## src/rtl/cp0_timer_irq_unit.sv

```systemverilog
`default_nettype none
// ============================================================================
// cp0_timer_irq_unit: CP0 Count/Compare timer, Cause.IP/TI and interrupt request
// Optional macro CP0_TIMER_ZERO_GATE_EN: suppress timer match while compare==0
// Revision: 1.0
// ============================================================================
module cp0_timer_irq_unit #(
  parameter int NUM_HW_IRQ   = 6,
  parameter int COUNT_DIV    = 2,
  parameter int TIMER_IP_BIT = 7,
  parameter int SYNC_STAGES  = 2
) (
  input  logic                  clk,
  input  logic                  rst,
  input  logic [NUM_HW_IRQ-1:0] hw_irq,
  input  logic                  wr_en,
  input  logic [4:0]            wr_addr,
  input  logic [31:0]           wr_data,
  input  logic [4:0]            rd_addr,
  output logic [31:0]           rd_data,
  input  logic [7:0]            status_im,
  input  logic                  status_ie,
  input  logic                  status_exl,
  output logic [31:0]           count,
  output logic [31:0]           compare,
  output logic [7:0]            cause_ip,
  output logic                  cause_ti,
  output logic                  irq_req
);

  localparam logic [4:0] ADDR_COUNT   = 5'd9;
  localparam logic [4:0] ADDR_COMPARE = 5'd11;
  localparam logic [4:0] ADDR_CAUSE   = 5'd13;
  localparam int PRE_W = (COUNT_DIV > 1) ? $clog2(COUNT_DIV) : 1;
  localparam logic [PRE_W-1:0] PRE_MAX = PRE_W'(COUNT_DIV - 1);

  logic [PRE_W-1:0]      prescaler;
  logic [1:0]            sw_ip;
  logic [NUM_HW_IRQ-1:0] sync_q [SYNC_STAGES];
  logic                  wr_count;
  logic                  wr_compare;
  logic                  wr_cause;
  logic                  tick;
  logic                  timer_match;
  logic [7:0]            ip_next;

  assign wr_count   = wr_en && (wr_addr == ADDR_COUNT);
  assign wr_compare = wr_en && (wr_addr == ADDR_COMPARE);
  assign wr_cause   = wr_en && (wr_addr == ADDR_CAUSE);
  assign tick       = (prescaler == PRE_MAX);

`ifdef CP0_TIMER_ZERO_GATE_EN
  assign timer_match = (count == compare) && (compare != 32'h0);
`else
  assign timer_match = (count == compare);
`endif

  // Count writes restart the prescale period and take priority over a tick
  always_ff @(posedge clk or negedge rst) begin
    if (!rst) begin
      count     <= 32'h0;
      compare   <= 32'h0;
      cause_ti  <= 1'b0;
      prescaler <= '0;
      sw_ip     <= 2'b00;
    end else begin
      if (wr_count) begin
        count     <= wr_data;
        prescaler <= '0;
      end else if (tick) begin
        count     <= count + 32'd1;
        prescaler <= '0;
      end else begin
        prescaler <= prescaler + 1'b1;
      end

      if (wr_compare) begin
        compare  <= wr_data;
        cause_ti <= 1'b0;
      end else if (timer_match) begin
        cause_ti <= 1'b1;
      end

      if (wr_cause) begin
        sw_ip <= wr_data[9:8];
      end
    end
  end

  always_ff @(posedge clk or negedge rst) begin
    if (!rst) begin
      for (int s = 0; s < SYNC_STAGES; s++) begin
        sync_q[s] <= '0;
      end
    end else begin
      sync_q[0] <= hw_irq;
      for (int s = 1; s < SYNC_STAGES; s++) begin
        sync_q[s] <= sync_q[s-1];
      end
    end
  end

  always_comb begin
    ip_next                  = 8'h00;
    ip_next[1:0]             = sw_ip;
    ip_next[2 +: NUM_HW_IRQ] = sync_q[SYNC_STAGES-1];
    ip_next[TIMER_IP_BIT]    = ip_next[TIMER_IP_BIT] | cause_ti;
  end

  always_ff @(posedge clk or negedge rst) begin
    if (!rst) begin
      cause_ip <= 8'h00;
      irq_req  <= 1'b0;
    end else begin
      cause_ip <= ip_next;
      irq_req  <= status_ie & ~status_exl & (|(cause_ip & status_im));
    end
  end

  always_comb begin
    rd_data = 32'h0;
    case (rd_addr)
      ADDR_COUNT:   rd_data = count;
      ADDR_COMPARE: rd_data = compare;
      ADDR_CAUSE:   rd_data = {1'b0, cause_ti, 14'b0, cause_ip, 8'b0};
      default:      rd_data = 32'h0;
    endcase
  end

endmodule
`default_nettype wire

```

## config.mk

```make
export PLATFORM = sky130hd
export DESIGN_NAME = cp0_timer_irq_unit
export DESIGN_NICKNAME = d
export VERILOG_FILES = /design/src/rtl/cp0_timer_irq_unit.sv
export SDC_FILE = /design/constraint.sdc
export NUM_CORES = 1
export LEC_CHECK = 0
export BUFFER_PORTS_ARGS = -buffer_cell sky130_fd_sc_hd__buf_4
export CORE_UTILIZATION = 25
export CTS_BUF_LIST = sky130_fd_sc_hd__clkbuf_4 sky130_fd_sc_hd__clkbuf_8 sky130_fd_sc_hd__clkbuf_16
export DETAILED_ROUTE_END_ITERATION = 7
export GPL_TIMING_DRIVEN = 0
export HOLD_SLACK_MARGIN = 0.02
export MAX_ROUTING_LAYER = met4
export PLACE_DENSITY_LB_ADDON = 0.1
export RECOVER_POWER = 25
export SLEW_MARGIN = 10
export SYNTH_ARGS = -nofsm -noshare
export SYNTH_HDL_FRONTEND = slang
export SYNTH_SLANG_ARGS = --single-unit
```

## constraint.sdc

```tcl
create_clock -name clk -period 2.1 [get_ports clk]
set_input_delay 0.105 -clock clk [delete_from_list [all_inputs] [get_ports clk]]
set_output_delay 0.105 -clock clk [all_outputs]
set_load 0.005 [all_outputs]
```

==> Yosys cells after proc, flatten, opt, wreduce, memory -nomap -nowiden <==
Cells that the tools add are included.
{ "totals": {"reg_bits": 89, "in_bits": 61, "out_inout_bits": 106, "wordCells": 36} }
{ "op_classes": {"add_sub_neg": 2, "n_eq_ne": 7, "muxes": 7, "n_bitwise": 5, "reduce_logical": 6} }
{ "op_table": {"columns": ["cell", "n"], "rows": [
  ["32-bit one-hot mux with 3 select lines", 1],
  ["32-bit two-way mux", 2],
  ["32-bit by 1-bit adder with 32-bit output (second input constant)", 1],
  ["32-bit equality test", 1],
  ["5-bit by 4-bit equality test with 1-bit output (second input constant)", 6],
  ["8-bit AND", 1],
  ["8-bit OR reduction", 1],
  ["1-bit two-way mux", 4],
  ["2-bit nonzero test", 2],
  ["1-bit logical AND", 3],
  ["1-bit AND", 2],
  ["1-bit adder (second input constant)", 1],
  ["1-bit inverter", 1],
  ["1-bit bitwise OR", 1]
]} }

==> Longest topological paths before layout <==
Gate-level depths: netlist of run 1.
{ "logic_depth": {"ltp_word": 3, "mapped_depth": 7} }

==> Least setup slack after synthesis of run 1 <==
No wires, ideal clock.
{ "synth_path": {"path_type": "register to register", "start": "register count[0]", "end": "register count[16]", "setup_ns": 0.077, "t_arrival_ns": 1.572, "t_required_ns": 2.023, "setup_slack_ns": 0.451, "stages_incl_launch_ff": 7, "path_cell_list": "dfrtp_1 > ha_1 > nand4_2 > nor4_4 > nand3_1 > xor2_1 > a21oi_1"} }
{ "synth_between": {"elab_chain_cells": 3} }
{ "synth_rtl": {"columns": ["item", "line", "source"], "rows": [
  ["start, declared", "24", "output logic [31:0] count,"],
  ["start signal, assigned", "68", "count <= wr_data;"],
  ["start signal, assigned", "71", "count <= count + 32'd1;"],
  ["32-bit by 1-bit adder with 32-bit output", "71", null],
  ["32-bit two-way mux", "70", "end else if (tick) begin"],
  ["32-bit two-way mux", "67", "if (wr_count) begin"]
]} }
Every way passes these cells. The select of a mux whose other input is x is not followed.
A chain may end at the register's enable or synchronous reset.

==> Worst setup path in the final report of run 1 <==
{ "layout_path": {"start": "input port rd_addr[1]", "end": "output port rd_data[19]"} }
{ "layout_between": {"elab_chain_cells": 2, "elab_cells_between_ends": 4, "classes_between": "3 x eq/ne; 1 x mux"} }
{ "layout_rtl": {"columns": ["item", "line", "source"], "rows": [
  ["start, declared", "19", "input logic [4:0] rd_addr,"],
  ["5-bit by 4-bit equality test with 1-bit output", "122", "case (rd_addr)"],
  ["32-bit one-hot mux with 3 select lines (*)", "122", null],
  ["end, declared", "20", "output logic [31:0] rd_data,"]
]} }
Every way passes the cells marked *; elsewhere a longest branch is shown, timed or not.

==> metrics.yaml, run 1 <==
finalHoldViolCount: 0
worstMarginPinSlew_ns: 1.068
pwr-share-clk_pct: 26.7
failed_checks: "design-rule violations"
max_freq_mhz: 530.3
synth_top_family_by_area: "simple AND/OR/NAND/NOR gates"
p_comb_share_pct: 32.4
finalWorstSetupSlack_ns: 0.2142
min_period_ns: 1.886
detail_route.wl_per_cell_um: 18.27
synth_edf_count: 0
gr-usage-all-layers_pct: 17.75
routed_wl_um: 16260
p_leak_nw: 3.160
grt_pass1_wl_um: 24980
maxCapViolCount: 0
synth_top_area_cell: "dfrtp_1"
ys_top_cells_by_area: "dfrtp_1, mux2_2, xnor2_1"
die_area_sq_mm: 0.01926
die_h_um: 138.8
cts-root-buf: "clkbuf_16"
hp-class: "input port to flip-flop"
syn_area_sq_mm: 0.004678
rows: 49
placed_area_sq_mm: 0.006203
gp_congestion: 0.8149
fin_crit_sh_pct: 89.80
r2r_start: "count[4]"
maxSlewViolCount: 0
area_growth_pct: 48.06
initial_utilization_pct: 25.78
multi_input_area_sq_mm: 0.002317
crit_type: "input port to primary output"
ys_seq_area_share_pct: 47.61
fin_tns_setup_ns: 0
ir_worst_vdd_uv: 438.4
drive_gt1_share_pct: 36.01
syn-num-nets: 501
post_cts_buffers: 0
synthMuxAreaShare_pct: 15.24
dr_total_vias: 4086
fin_area_sq_mm: 0.006927
fin_nets: 718
drt-vias-per-instance: 4.591
relSlewSlack_pct: 28.83
drcViolationCount: 7
synth_ff_type: "dfrtp_1"
grt_max_degree: 90
ys_warn_count: 0
synth-xor-area-share_pct: 11.79
htreeDepth: 3
p_switching_mw: 2.145
worstPathRequired_ns: 2.00
ys_ff_latch: 89
nFillCells: 1899
num_io_pins: 167
seq_area_sq_mm: 0.002227
core-area_sq_mm: 0.01815
cts_buffers: 9
crit_fanout: 10
fin_skew_ns: 0.005788
grt_remaining_overflow: 0
synth-adder-area-share_pct: 0.2675
final_cells: 890
startpoint_type: "input port"
cts_tree: "built"
synth.distinct_cells: 38
numPortBuffers: 165
dp.cells: 833
n_antenna_cell: 0
hp-start: "wr_addr[1]"
pwr_density_cell_mw_per_mm2: 920.0
rsz0062_at_grt: "no"
p_int_mw: 4.228
end_kind: "primary output"
worstSkewPairLatency_ns: 0.35
hold_depth: 3
async_reset_ff_share_pct: 100.0
setup_viol: 0
synth_top_area_share_pct: 47.61
status: "finished, violations left"
synthCells: 439
post-dp-hpwl_um: 12170
place_ws_ns: 0.09218
dr.pass1.iters: 7
die_width_um: 138.8
clk_pin_slew_ns: 0.07
grt_pass1_vias: 4191
syn_avg_cell_area_sq_um: 10.66
power_switching_share_pct: 33.65
synthSimpleGateAreaFrac_pct: 16.58
antenna_found_initial: 0
synth_compound_area_share_pct: 5.376
crit_path_start: "rd_addr[1]"
crit_arrival_ns: 1.78
clock_path_buffers: 2
ant_nets: 0
first_iter_violations: 156
cts_sinks: 89
pwr-share-seq_pct: 40.9
reg2reg_depth: 6
==> layer usage <==
| metal | global-route usage [%] | wire [um] | up-vias |
|---|---|---|---|
| met4 | 5.439 | 206 | 0 |
| met3 | 2.417 | 507 | 13 |
| met1 | 23.17 | 7600 | 2023 |
| met2 | 28.52 | 7944 | 85 |
| met5 | - | 0 | - |
| li1 | - | - | 1965 |
==> power groups by stage <==
stage                     Combinational [mW]  Clock [mW]  Sequential, mW
after floorplan                         1.02           0            2.53
after global placement                  2.02           0            2.64
after detailed placement                2.03           0            2.65
after CTS                               2.11        1.76            2.62
after global routing                    2.25        1.82            2.68
final                                   2.06        1.70            2.61
==> per-stage QoR <==
step                total power [mW]  hold WS (ns)  util [%]
finish                         6.373        0.1622     38.17
global route                   6.750        0.1758     38.17
CTS                            6.491       0.04391     38.11
detailed placement             4.687        0.2157     34.18
global placement               4.668        0.2161     34.18
floorplan                      3.554       -0.1906         -
==> placed cells by master (no fill, tap or decap), types with 3 or more instances in the layout <==
master,instances
a21oi_1,33
and2_1,3
and3_1,10
and4_1,5
and4_4,3
buf_2,9
buf_4,108
clkbuf_1,19
clkbuf_16,9
clkbuf_4,54
dfrtp_1,89
dlygate4sd3_1,41
mux2_2,34
mux2i_1,33
nand2_1,16
nand3_1,10
nand4_1,17
nand4_2,5
nor2_1,58
nor4_1,3
o21ai_0,9
xnor2_1,40
xor2_1,23
==> path summary, 6_finish.rpt <==
path | end | slack, ns
max | rd_data[19] | 0.21
min | sw_ip[0] | 0.16
max reg2reg | count[16] | 0.22
min reg2reg | ip_next[3] | 0.35
max in group asynchronous | cause_ip[1] | 1.12
min in group asynchronous | compare[25] | 0.42
==> Yosys cell counts, types with 2 or more instances <==
cell type	count
a21oi_1	33
a22oi_1	2
and2_1	3
and3_1	10
and4_1	5
and4_4	3
buf_2	9
clkbuf_1	15
dfrtp_1	89
inv_1	2
mux2_2	34
mux2i_1	33
nand2_1	16
nand3_1	10
nand4_1	17
nand4_2	5
nor2_1	59
nor3b_1	2
nor4_1	3
o21ai_0	9
or2_2	2
xnor2_1	40
xor2_1	23
==> logic make-up (layout without fill, tap and decap cells) <==
kind of cell,count (synthesis),after routing
DFF,89,89
muxes,67,67
AOI/OAI and AO/OA,47,47
xor gates and xnor gates,63,63
adders and majority gates,1,1
buffers and inverters,30,252
and+or+nand+nor,142,142
==> state kept, by name, summed over array words and instances, names as in the netlist <==
signal,flops
cause_ip,8
cause_ti,1
compare,32
count,32
ip_next,5
irq_req,1
prescaler,1
sw_ip,2
sync_q,7
==> cell type report <==
type	count	area share, %
Timing Repair Buffer	206	23.65
Sequential cell	89	32.15
Buffer	28	2.005
Tap cell	229	4.137
Clock inverter	4	0.7406
Multi-Input combinational cell	320	33.45
Inverter	2	0.1084
Clock buffer	12	3.757
==> critical path: stages <==
cell and delay (ns):
clkbuf_1 0.27, buf_1 0.84, mux2i_1 0.27, nor2_1 0.10
buf_4 0.19
==> timing repair <==
item | 4_1_cts | 5_1_grt
gates resized for setup | 0 | 2
setup endpoints to repair | 0 | 6
endpoints found under the hold margin | 63 | 89
hold buffers | 40 | 1
Power figures use the tool's default switching activity.
==> inputs of run 2 (changes only) <==
--- a/config.mk
+++ b/config.mk
@@ -7,7 +7,7 @@
 export LEC_CHECK = 0
 export BUFFER_PORTS_ARGS = -buffer_cell sky130_fd_sc_hd__buf_4
 export CORE_UTILIZATION = 25
-export CTS_BUF_LIST = sky130_fd_sc_hd__clkbuf_4 sky130_fd_sc_hd__clkbuf_8 sky130_fd_sc_hd__clkbuf_16
+export CTS_BUF_LIST = sky130_fd_sc_hd__clkbuf_16
 export DETAILED_ROUTE_END_ITERATION = 7
 export GPL_TIMING_DRIVEN = 0
 export HOLD_SLACK_MARGIN = 0.02
==> constraint.sdc (replaced) <==
create_clock -name clk -period 2.1 [get_ports clk]
set_input_delay 0.105 -clock clk [delete_from_list [all_inputs] [get_ports clk]]
set_output_delay 0.105 -clock clk [all_outputs]
set_load 0.05 [all_outputs]
==> run 2 against run 1 <==
  * The flow still finishes with violations (design-rule violations)
  * Flip-flop and latch count is the same
  * Via count shrank 0.24%
  * First-iteration DRC count fell by 4.5%
  * Fmax shrank 4.5%
  * Cell area fell by 2.5%
  * Power increased by 16%
  * Final cell count did not move
  * Clock power fell by 12%
  * Non-clock buffer count did not move
  * Wire length increased by 1.3%
  * Critical path depth rose by 2
==> metrics.yaml, run 2 (synthesis results as in run 1) <==
crit_cells: 7  # +2
crit_fanout: 10  # unchanged
antenna_found_initial: 0  # unchanged
fin_tns_setup_ns: 0  # unchanged
rsz0062_at_grt: "no"
dr.pass1.iters: 6  # -1
hp-class: "input port to flip-flop"
final_common_cell: "buf_4"
failed_checks: "design-rule violations"
grt_pass1_wl_um: 25570  # +2.3%
post_cts_buffers: 0  # unchanged
p_leak_nw: 3.039  # -3.8%
gr-usage-all-layers_pct: 18.20  # +0.46 points
endpoint: "count[26]"
fin_skew_ns: 0.006733  # +0.0009451 ns
gp_congestion: 0.8173  # +0.29%
drive_gt1_share_pct: 30.86  # -5.1 points
cts_tree: "built"
grt_pass1_vias: 4287  # +2.3%
slowest_stage: "nor2_1"
rows: 49  # unchanged
cts_sinks: 89  # unchanged
htreeDepth: 3  # unchanged
crit_type: "flip-flop to flip-flop"
num_io_pins: 167  # unchanged
cp_top_family: "simple AND/OR/NAND/NOR gates"
worstSkewPairLatency_ns: 0.35  # about the same
initial_utilization_pct: 25.78  # unchanged
biggestRegsByFlops: "compare: 32 flops, count: 32 flops, cause_ip: 8 flops"
worstPathRequired_ns: 2.32  # +0.32 ns
layout_common_cells: "buf_4, dfrtp_1, nor2_1"
pwr_density_cell_mw_per_mm2: 1091  # +19%
setup_viol: 0  # unchanged
worstMarginPinSlew_ns: 1.285  # +0.2178 ns
grt_remaining_overflow: 0  # unchanged
finalHoldViolCount: 0  # unchanged
maxSlewViolCount: 0  # unchanged
die_area_sq_mm: 0.01926  # unchanged
end_kind: "flip-flop"
cts_buffers: 9  # unchanged
grt_max_degree: 90  # unchanged
fin_crit_sh_pct: 94.02  # +4.2 points
post-dp-hpwl_um: 12280  # +0.91%
die_width_um: 138.8  # unchanged
crit_arrival_ns: 2.19  # +0.41 ns
relSlewSlack_pct: 14.31  # -15 points
clk_pin_slew_ns: 0.07  # about the same
crit_path_start: "count[6]"
area_growth_pct: 44.40
crit_top_cell: "nand4_1"
r2r_start: "count[6]"
reg2reg_depth: 7  # +1
max_freq_mhz: 506.5  # -4.5%
ant_nets: 0  # unchanged
crit_path_max_incr_delay_ns: 0.37  # -0.47 ns
drcViolationCount: 7  # unchanged
die_h_um: 138.8  # unchanged
clock_path_buffers: 2  # unchanged
fin_nets: 718  # unchanged
n_antenna_cell: 0  # unchanged
placed_area_sq_mm: 0.006203  # unchanged
status: "finished, violations left"
cts-root-buf: "clkbuf_16"
fin_area_sq_mm: 0.006755  # -2.5%
core-area_sq_mm: 0.01815  # unchanged
cp_num_buf_inv: 2  # -1
reg2reg_to: "count[26]"
dr_total_vias: 4076  # -0.24%
numPortBuffers: 165  # unchanged
startpoint_type: "flip-flop"
drt-vias-per-instance: 4.580  # -0.24%
holdWs_ns: 0.1673  # +0.005099 ns
maxCapViolCount: 0  # unchanged
ir_worst_vdd_uv: 442.5  # +0.93%
routed_wl_um: 16460  # +1.3%
r2r_slack_ns: 0.13  # -0.09 ns
nFillCells: 1908  # +0.47%
crit_chain: "buf_2 > nand4_1 > nor2_1 > buf_4 > nand4_1 > xnor2_1 > a21oi_1"
first_iter_violations: 149  # -4.5%
min_period_ns: 1.974  # +0.08851 ns
detail_route.wl_per_cell_um: 18.50  # +1.3%
-- run 2: worst register-to-register path, cell delays in order, from the launching register on --
cell,delay [ns]
dfrtp_1,0.35
buf_2,0.19
nand4_1,0.23
nor2_1,0.37
buf_4,0.27
nand4_1,0.13
xnor2_1,0.21
a21oi_1,0.09
-- run 2: final cells by class --
cell class / count / area (sq um) / share of cell area, %
buffer: 28 / 138.9 / 2.056
sequential: 89 / 2227 / 32.97
tap: 229 / 286.5 / 4.242
multi-input combinational: 320 / 2310 / 34.19
clock buffer: 9 / 225.2 / 3.334
clock inverter: 7 / 38.79 / 0.5742
inverter: 2 / 7.507 / 0.1111
timing repair buffer: 206 / 1521 / 22.52
-- run 2: how the worst min path moves through the flow --
stage                     cells past startpoint     endpoint       start
after global placement                        1    sync_q[8]   hw_irq[2]
final                                         3     sw_ip[1]  wr_addr[1]
after global routing                          3     sw_ip[0]  wr_addr[1]
after floorplan                               0  cause_ip[0]         rst
after detailed placement                      1    sync_q[8]   hw_irq[2]
after CTS                                     1  compare[25]         rst
-- run 2: repair_timing --
item	CTS	global route
endpoints found under the hold margin	67	89
setup endpoints to repair	0	11
gates resized for setup	0	1
hold buffers	40	1
-- run 2: layer usage --
| layer | track usage, % | up-vias | share of wire [%] |
|---|---|---|---|
| met2 | 28.71 | 100 | 48 |
| li1 | - | 1963 | - |
| met4 | 6.550 | 0 | 1.9 |
| met5 | - | - | 0 |
| met1 | 23.79 | 1993 | 46 |
| met3 | 2.555 | 20 | 3.9 |
-- run 2: report_power, final --
part	switching, mW	internal [mW]	total (mW)	leakage [nW]
logic	2.16	1.10	3.25	1.82
registers	0.544	2.08	2.62	1.09
clock network	0.704	0.790	1.49	0.134
total	3.41	3.96	7.37	3.04
-- run 2: per-stage QoR --
stage	power (mW)	setup slack [ns]	std cells	utilization [%]
floorplan	4.780	0.05050	439	-
global placement	5.958	0.09888	833	34.18
detailed placement	5.978	0.04693	833	34.18
CTS	7.574	0.03238	889	37.84
global route	7.739	0.01242	890	37.22
finish	7.368	0.1256	890	37.22
